## src/rtl/nco_quad_mixer_rx.sv

```systemverilog
// nco_quad_mixer_rx: buffers ADC samples in a FIFO, pairs each with the next
// valid NCO sin/cos sample and mixes to baseband: I = x*cos, Q = -x*sin.
// Ports: clk, reset (sync, active-high), clken (global enable),
//   adc_data/adc_valid (ADC input), fsin_i/fcos_i/nco_valid (NCO input),
//   i_out/q_out/out_valid (rounded, saturated baseband pair),
//   fifo_level, fifo_overflow (sticky), nco_miss_cnt (saturating).
module nco_quad_mixer_rx #(
    parameter int ADW = 16,
    parameter int MPR = 16,
    parameter int OW  = 16,
    parameter int FD  = 8,
    parameter int FAW = 3
) (
    input  logic           clk,
    input  logic           reset,
    input  logic           clken,
    input  logic [ADW-1:0] adc_data,
    input  logic           adc_valid,
    input  logic [MPR-1:0] fsin_i,
    input  logic [MPR-1:0] fcos_i,
    input  logic           nco_valid,
    output logic [OW-1:0]  i_out,
    output logic [OW-1:0]  q_out,
    output logic           out_valid,
    output logic [FAW:0]   fifo_level,
    output logic           fifo_overflow,
    output logic [15:0]    nco_miss_cnt
);

    localparam int PW = ADW + MPR;
    localparam int SH = PW - 1 - OW;
    localparam logic signed [PW:0] RND =
        (SH > 0) ? ((PW+1)'(1) << (SH - 1)) : '0;
    localparam logic [MPR-1:0] SIN_MIN = {1'b1, {(MPR-1){1'b0}}};
    localparam logic [MPR-1:0] SIN_MAX = {1'b0, {(MPR-1){1'b1}}};

    // Round half up, then clamp to the OW-bit signed range. The shifted
    // value fits when all bits from the OW-1 position upward agree.
    function automatic logic [OW-1:0] rnd_sat(input logic signed [PW-1:0] p);
        logic signed [PW:0] r;
        r = ((PW+1)'(p) + RND) >>> SH;
        if (r[PW:OW-1] == '0 || r[PW:OW-1] == '1)
            return r[OW-1:0];
        return r[PW] ? {1'b1, {(OW-1){1'b0}}} : {1'b0, {(OW-1){1'b1}}};
    endfunction

    logic [ADW-1:0] mem [FD];
    logic [FAW-1:0] wr_ptr, rd_ptr;
    logic           full, empty, push, pop, miss;

    assign full  = (fifo_level == (FAW+1)'(FD));
    assign empty = (fifo_level == '0);
    assign pop   = clken & nco_valid & ~empty;
    // A pop in the same cycle frees the slot, so a full FIFO still accepts.
    assign push  = clken & adc_valid & (~full | pop);
    assign miss  = clken & nco_valid & empty;

    logic [MPR-1:0] nsin;
    assign nsin = (fsin_i == SIN_MIN) ? SIN_MAX : -fsin_i;

    logic                  s1_valid, s2_valid;
    logic signed [ADW-1:0] s1_x;
    logic signed [MPR-1:0] s1_cos, s1_nsin;
    logic signed [PW-1:0]  s2_pi, s2_pq;
    logic signed [PW-1:0]  x_ext, c_ext, ns_ext;

    assign x_ext  = PW'(s1_x);
    assign c_ext  = PW'(s1_cos);
    assign ns_ext = PW'(s1_nsin);

    always_ff @(posedge clk) begin
        if (push)
            mem[wr_ptr] <= adc_data;
    end

    always_ff @(posedge clk) begin
        if (reset) begin
            wr_ptr        <= '0;
            rd_ptr        <= '0;
            fifo_level    <= '0;
            fifo_overflow <= 1'b0;
            nco_miss_cnt  <= '0;
            s1_valid      <= 1'b0;
            s1_x          <= '0;
            s1_cos        <= '0;
            s1_nsin       <= '0;
            s2_valid      <= 1'b0;
            s2_pi         <= '0;
            s2_pq         <= '0;
            out_valid     <= 1'b0;
            i_out         <= '0;
            q_out         <= '0;
        end else if (clken) begin
            if (push)
                wr_ptr <= wr_ptr + FAW'(1);
            if (pop)
                rd_ptr <= rd_ptr + FAW'(1);
            if (push && !pop)
                fifo_level <= fifo_level + (FAW+1)'(1);
            else if (pop && !push)
                fifo_level <= fifo_level - (FAW+1)'(1);
            if (adc_valid && full && !pop)
                fifo_overflow <= 1'b1;
            if (miss && nco_miss_cnt != 16'hFFFF)
                nco_miss_cnt <= nco_miss_cnt + 16'd1;

            s1_valid <= pop;
            if (pop) begin
                s1_x    <= mem[rd_ptr];
                s1_cos  <= fcos_i;
                s1_nsin <= nsin;
            end

            s2_valid <= s1_valid;
            if (s1_valid) begin
                s2_pi <= x_ext * c_ext;
                s2_pq <= x_ext * ns_ext;
            end

            out_valid <= s2_valid;
            if (s2_valid) begin
                i_out <= rnd_sat(s2_pi);
                q_out <= rnd_sat(s2_pq);
            end
        end
    end

endmodule

```

## config.mk

```make
export PLATFORM = sky130hd
export DESIGN_NAME = nco_quad_mixer_rx
export DESIGN_NICKNAME = d
export VERILOG_FILES = /design/src/rtl/nco_quad_mixer_rx.sv
export SDC_FILE = /design/constraint.sdc
export NUM_CORES = 2
export LEC_CHECK = 0
export BUFFER_PORTS_ARGS = -buffer_cell sky130_fd_sc_hd__buf_2
export CORE_ASPECT_RATIO = 1.25
export CORE_MARGIN = 10
export CORE_UTILIZATION = 60
export CTS_CLUSTER_SIZE = 8
export DETAILED_ROUTE_END_ITERATION = 7
export PLACE_DENSITY = 0.89
export SLEW_MARGIN = 0
export SYNTH_ARGS = -nofsm -noshare
export SYNTH_HDL_FRONTEND = slang
export SYNTH_SLANG_ARGS = --single-unit
```

## constraint.sdc

```tcl
create_clock -name clk -period 8 [get_ports clk]
set_input_delay 1.2 -clock clk [delete_from_list [all_inputs] [get_ports clk]]
set_output_delay 1.2 -clock clk [all_outputs]
set_load 0.02 [all_outputs]
```

After elaboration in Yosys (flattened, before gate mapping)
Memory sizes are Yosys's and may differ from the RTL's. A register that Yosys moved wholly into a read port is not among the register bits.
Cells that the tools add are included.
{"block": "totals", "register_bits": 158, "mem_bits_rw": 128, "in_bits": 53, "out_inout_bits": 54, "word_cells": 77, "mem_count": 1}
{"block": "classes", "add_sub_neg": 8, "multipliers": 2, "eq_ne": 5, "n_mux": 19, "bitwise_logic": 8, "reduce_logical": 20}
{"name": "mem", "depth": 8, "width": 16, "rd": 1, "rd_ports_with_merged_regs": 1, "write_ports": 1, "line_no": "47", "text": "logic [ADW-1:0] mem [FD];"}
{"op": "$mux W16", "count": 7}
{"op": "$add A32 B16 Y33 const B", "count": 2}
{"op": "$mul A16 B16 Y32", "count": 2}
{"op": "$eq A18 B18 Y1 const B", "count": 2}
{"op": "$logic_not A18 Y1", "count": 2}
{"op": "$add A16 B1 Y16 const B", "count": 1}
{"op": "$eq A16 B16 Y1 const B", "count": 1}
{"op": "$ne A16 B16 Y1 const B", "count": 1}
{"op": "$neg A16 Y16", "count": 1}
{"op": "$reduce_and A2 Y1", "count": 7}
{"op": "$mux W1", "count": 10}
{"op": "$mux W4", "count": 2}
{"op": "$add A3 B1 Y3 const B", "count": 2}
{"op": "$and A1 B1 Y1", "count": 5}
{"op": "$logic_and A1 B1 Y1", "count": 5}
{"op": "$add A4 B1 Y4 const B", "count": 1}
{"op": "$eq A4 B4 Y1 const B", "count": 1}
{"op": "$logic_not A4 Y1", "count": 1}
{"op": "$sub A4 B1 Y4 const B", "count": 1}
{"op": "$logic_not A1 Y1", "count": 2}
{"op": "$logic_or A1 B1 Y1", "count": 2}
{"op": "$not A1 Y1", "count": 2}
{"op": "$reduce_bool A2 Y1", "count": 1}
{"op": "$or A1 B1 Y1", "count": 1}

Depth between registers and ports, before layout
{"block": "logic_depth", "ltp_word": 9, "ltp_mapped": 26, "mapped_depth_nobuf": 24}

Worst setup path before layout
No wires, ideal clock.
{"block": "synth_path", "path_kind": "reg2reg", "start": "register s1_nsin[1]", "end": "register s2_pq[31]", "arrival_time_ns": 6.077, "required_time_ns": 7.914, "setup_slack_ns": 1.837, "path_stages_with_launch": 22, "path_buffers": 1, "path_cell_list": "dfxtp_1 -> clkbuf_1 -> nand2_1 -> inv_1 -> fa_1 -> fa_1 -> fa_1 -> fa_1 -> fa_1 -> inv_1 -> fa_1 -> inv_1 -> ha_1 -> a21o_1 -> a211oi_1 -> and2_1 -> nand4_1 -> nand2_1 -> o2111ai_2 -> o31ai_1 -> xnor2_1 -> a211oi_1"}
{"block": "synth_via", "elab_chain_cells": 1}
{"item": "from (decl)", "line_no": "63", "text": "logic signed [MPR-1:0] s1_cos, s1_nsin;"}
{"item": "from (signal assigned)", "line_no": "111", "text": "s1_nsin <= nsin;"}
{"item": "$mul A16 B16 Y32", "line_no": "117", "text": "s2_pq <= x_ext * ns_ext;"}
{"item": "to (signal assigned)", "line_no": "117"}
{"item": "to (decl)", "line_no": "64", "text": "logic signed [PW-1:0] s2_pi, s2_pq;"}
Every way passes these cells.
A chain may end at the register's enable or synchronous reset.

Worst setup path after layout
{"block": "layout_path", "start": "register s1_x[15] (read register of mem)", "end": "register s2_pq[31]"}
{"block": "layout_via", "elab_chain_cells": 1}
{"item": "from (decl)", "line_no": "62", "text": "logic signed [ADW-1:0] s1_x;"}
{"item": "$mul A16 B16 Y32", "line_no": "117"}
Every way passes these cells.

==> flow_summary.ini <==
[critical_path]
reg2reg_setup_slack_ns = 0.76
endpoint_kind = flip-flop
rr_worst_depth = 21
crit_fanout = 21
arrival_ns = 7.71
r2r-start = s1_x[15]
worst-setup-path-type = reg2reg
cp.required_ns = 8.47
r2r_end = s2_pq[31]
cp-start-kind = flip-flop

[power_and_ir_drop]
swShare = 0.318
ir_worst_vdd_mv = 0.292
power.switching_mw = 1.29
pwr-share-clk = 0.392
p_int_mw = 2.76
p_comb_frac = 0.206
power.leakage_nw = 14.8
p_seq_frac = 0.403
power_density_mw_per_mm2 = 126

[synthesis]
netlist_area_sq_mm = 0.0299
yosysTopAreaCellShare = 0.350
synthCells = 3004
synth_edf_count = 128
synth_seq_cells = 274
avgSynthCellArea_sq_um = 9.95
async_reset_ff_frac = 0
yosysSeqAreaShare = 0.226
ys.flop_type = dfxtp_1
ys_types = 66
yosys_warnings = 0
syn-num-nets = 3747
synth_area_leader_cell = fa_1
synthTopCellsByArea = fa_1, edfxtp_1, dfxtp_1

[worst_hold_path]
min-delay-start = q_out[15]
whs_path_depth = 2
worstHoldPathType = reg2reg
holdPathEnd = q_out[15]

[place]
globalplace.congestion = 0.972
dp_hpwl_microns = 57600
portBuffers = 106

[flow_run]
maxCapViolations = 0

[outcome]
status = finished, final reports clean

[routing]
vias = 21800
drt_iter0_markers = 1748
firstDrtPassIters = 6
detail_route.vias_per_cell = 5.87
drc = 0
ant_nets = 0
wl_microns = 78100
wl_per_cell_microns = 21.0

[sta]
worst_pin_slew_ns = 1.14
timing.hold.ws_ns = 0.455
period_share = 0.905
hold_viol = 0
slew_violations = 0
max_freq_mhz = 138
setup_tns_ns = 0
min_period_ns = 7.24
setup_violations = 0
relSlewSlack = 0.237
fin_skew_ns = 0.0393
rsz0062_at_grt = no

[clocking]
cts_buffers = 40
cts_setup_buffers = 0
cts_root_buffer = clkbuf_16
cts_max_path_buffers = 3
insertion_delay_ns = 0.57
cts-hold-fix-buffers = 0
cts_tree = yes
cts_max_level = 2
cts.sinks = 274
path_clk_slew_ns = 0.06
cts_resized = 0

[floorplanning]
dieHeight_microns = 270
die_width_microns = 220
rows = 91
die_area_sq_mm = 0.0592
core_sq_mm = 0.0493
initial_utilization = 0.606
io_pins = 107

[grt]
grt_start_max_net_pins = 67
antenna_found_initial = 0
grt.total_usage = 0.272
grt_pass1_vias = 24400
overflow = 0
grt_pass1_wl_microns = 127000

[finish]
nets = 3790
area_growth_pct = 7.75
antenna_cells = 0
final_layout_size_suffix_gt1_frac = 0.0811
## synth_stat cells, types with 11 or more instances
cell type	instances
nand2_1	401
mux2i_1	20
and3_1	11
fa_1	523
o21ai_0	36
nand4_1	16
ha_1	167
a21o_1	12
nor2_1	132
xor2_1	42
xnor2_1	69
dfxtp_1	146
a211oi_1	67
a21oi_1	79
nand2b_1	21
clkbuf_1	129
edfxtp_1	128
nand3_1	39
and2_1	238
inv_1	581
mux4_2	32
## registers in the layout, indices dropped and copies added (netlist names)
register	cells
mem	128
s1_valid	1
fifo_overflow	1
q_out	16
s1_nsin	16
nco_miss_cnt	16
s2_pq	18
out_valid	1
wr_ptr	3
fifo_level	4
rd_ptr	3
i_out	16
s1_x	16
s1_cos	16
s2_pi	18
s2_valid	1
## per-layer routing
metal  vias to the layer above  global-route usage  wire length (microns)
li1                       9352                   -                      -
met1                     10900               0.290                  25700
met2                      1171               0.482                  40600
met3                       421              0.0487                   6090
met4                         0               0.179                   5760
met5                         -                   0                      0
## cell families (layout without fill, tap and decap cells)
kind of cell	after synthesis	in the layout	synth area share
adder cells (fa/ha/maj)	690	690	0.420
AO/OA/AOI/OAI	241	241	0.0519
XOR/XNOR	111	111	0.0325
flip-flops	274	274	0.226
multiplexers	52	52	0.0308
buffers and inverters	723	788	0.0912
AND/OR/NAND/NOR	913	913	0.147
## how the worst max path moves through the flow
stage	from	to	slack, ns
floorplan	s1_nsin[1]	s2_pq[31]	1.84
global placement	s1_x[6]	s2_pi[24]	1.20
detailed placement	s1_x[15]	s2_pq[31]	0.84
CTS	s1_x[15]	s2_pq[31]	0.84
global route	s1_x[15]	s2_pq[31]	0.51
finish	s1_x[15]	s2_pq[31]	0.76
## critical path, cell delays in order (launching register included)
cell and delay, ns:
dfxtp_1 0.87, buf_4 0.32, nand2_1 0.15, fa_1 0.55, inv_1 0.07, fa_1 0.86
fa_1 0.55, fa_1 0.51, fa_1 0.51, inv_1 0.06, fa_1 0.47, inv_1 0.04
ha_1 0.32, a21o_1 0.17, a211oi_1 0.28, and2_1 0.17, nand4_1 0.15, nand2_1 0.16
o2111ai_2 0.19, o31ai_1 0.33, xnor2_1 0.14, a211oi_1 0.24
## stage by stage
step	total power, mW	util	area, sq um	worst slack [ns]	std cells
floorplan	2.17	-	29900	1.84	3004
global placement	2.41	0.630	31100	1.20	3656
detailed placement	2.46	0.630	31100	0.836	3656
CTS	4.04	0.653	32200	0.835	3720
global route	4.20	0.653	32200	0.511	3720
finish	4.05	0.653	32200	0.762	3720
## power by group through the flow
stage | Sequential, mW | Clock, mW | Combinational [mW]
3_5_place_dp | 1.65 | 0 | 0.813
2_1_floorplan | 1.57 | 0 | 0.600
6_report | 1.63 | 1.58 | 0.832
3_3_place_gp | 1.64 | 0 | 0.769
4_1_cts | 1.62 | 1.60 | 0.825
5_1_grt | 1.63 | 1.65 | 0.922
## area by class of cell
class                           count  area, sq um
Tap cell                          651          815
Timing Repair Buffer              143          811
Clock inverter                      4         71.3
Fill cell                        3323        17100
Inverter                          581         2180
Clock buffer                       60         1090
Multi-Input combinational cell   2007        20500
Sequential cell                   274         6770
## layout by cell type, fill, tap and decap left out, types with 16 or more instances in the layout
master	n
mux4_2	32
o21ai_0	36
and2_1	238
nand4_1	16
xor2_1	42
clkbuf_1	19
a211oi_1	67
clkbuf_16	40
nand2b_1	21
mux2i_1	20
nand2_1	401
buf_2	105
xnor2_1	69
a21oi_1	79
edfxtp_1	128
inv_1	581
ha_1	167
fa_1	523
nor2_1	130
buf_4	38
nand3_1	39
dfxtp_1	144
(Power assumes the default switching activity.)
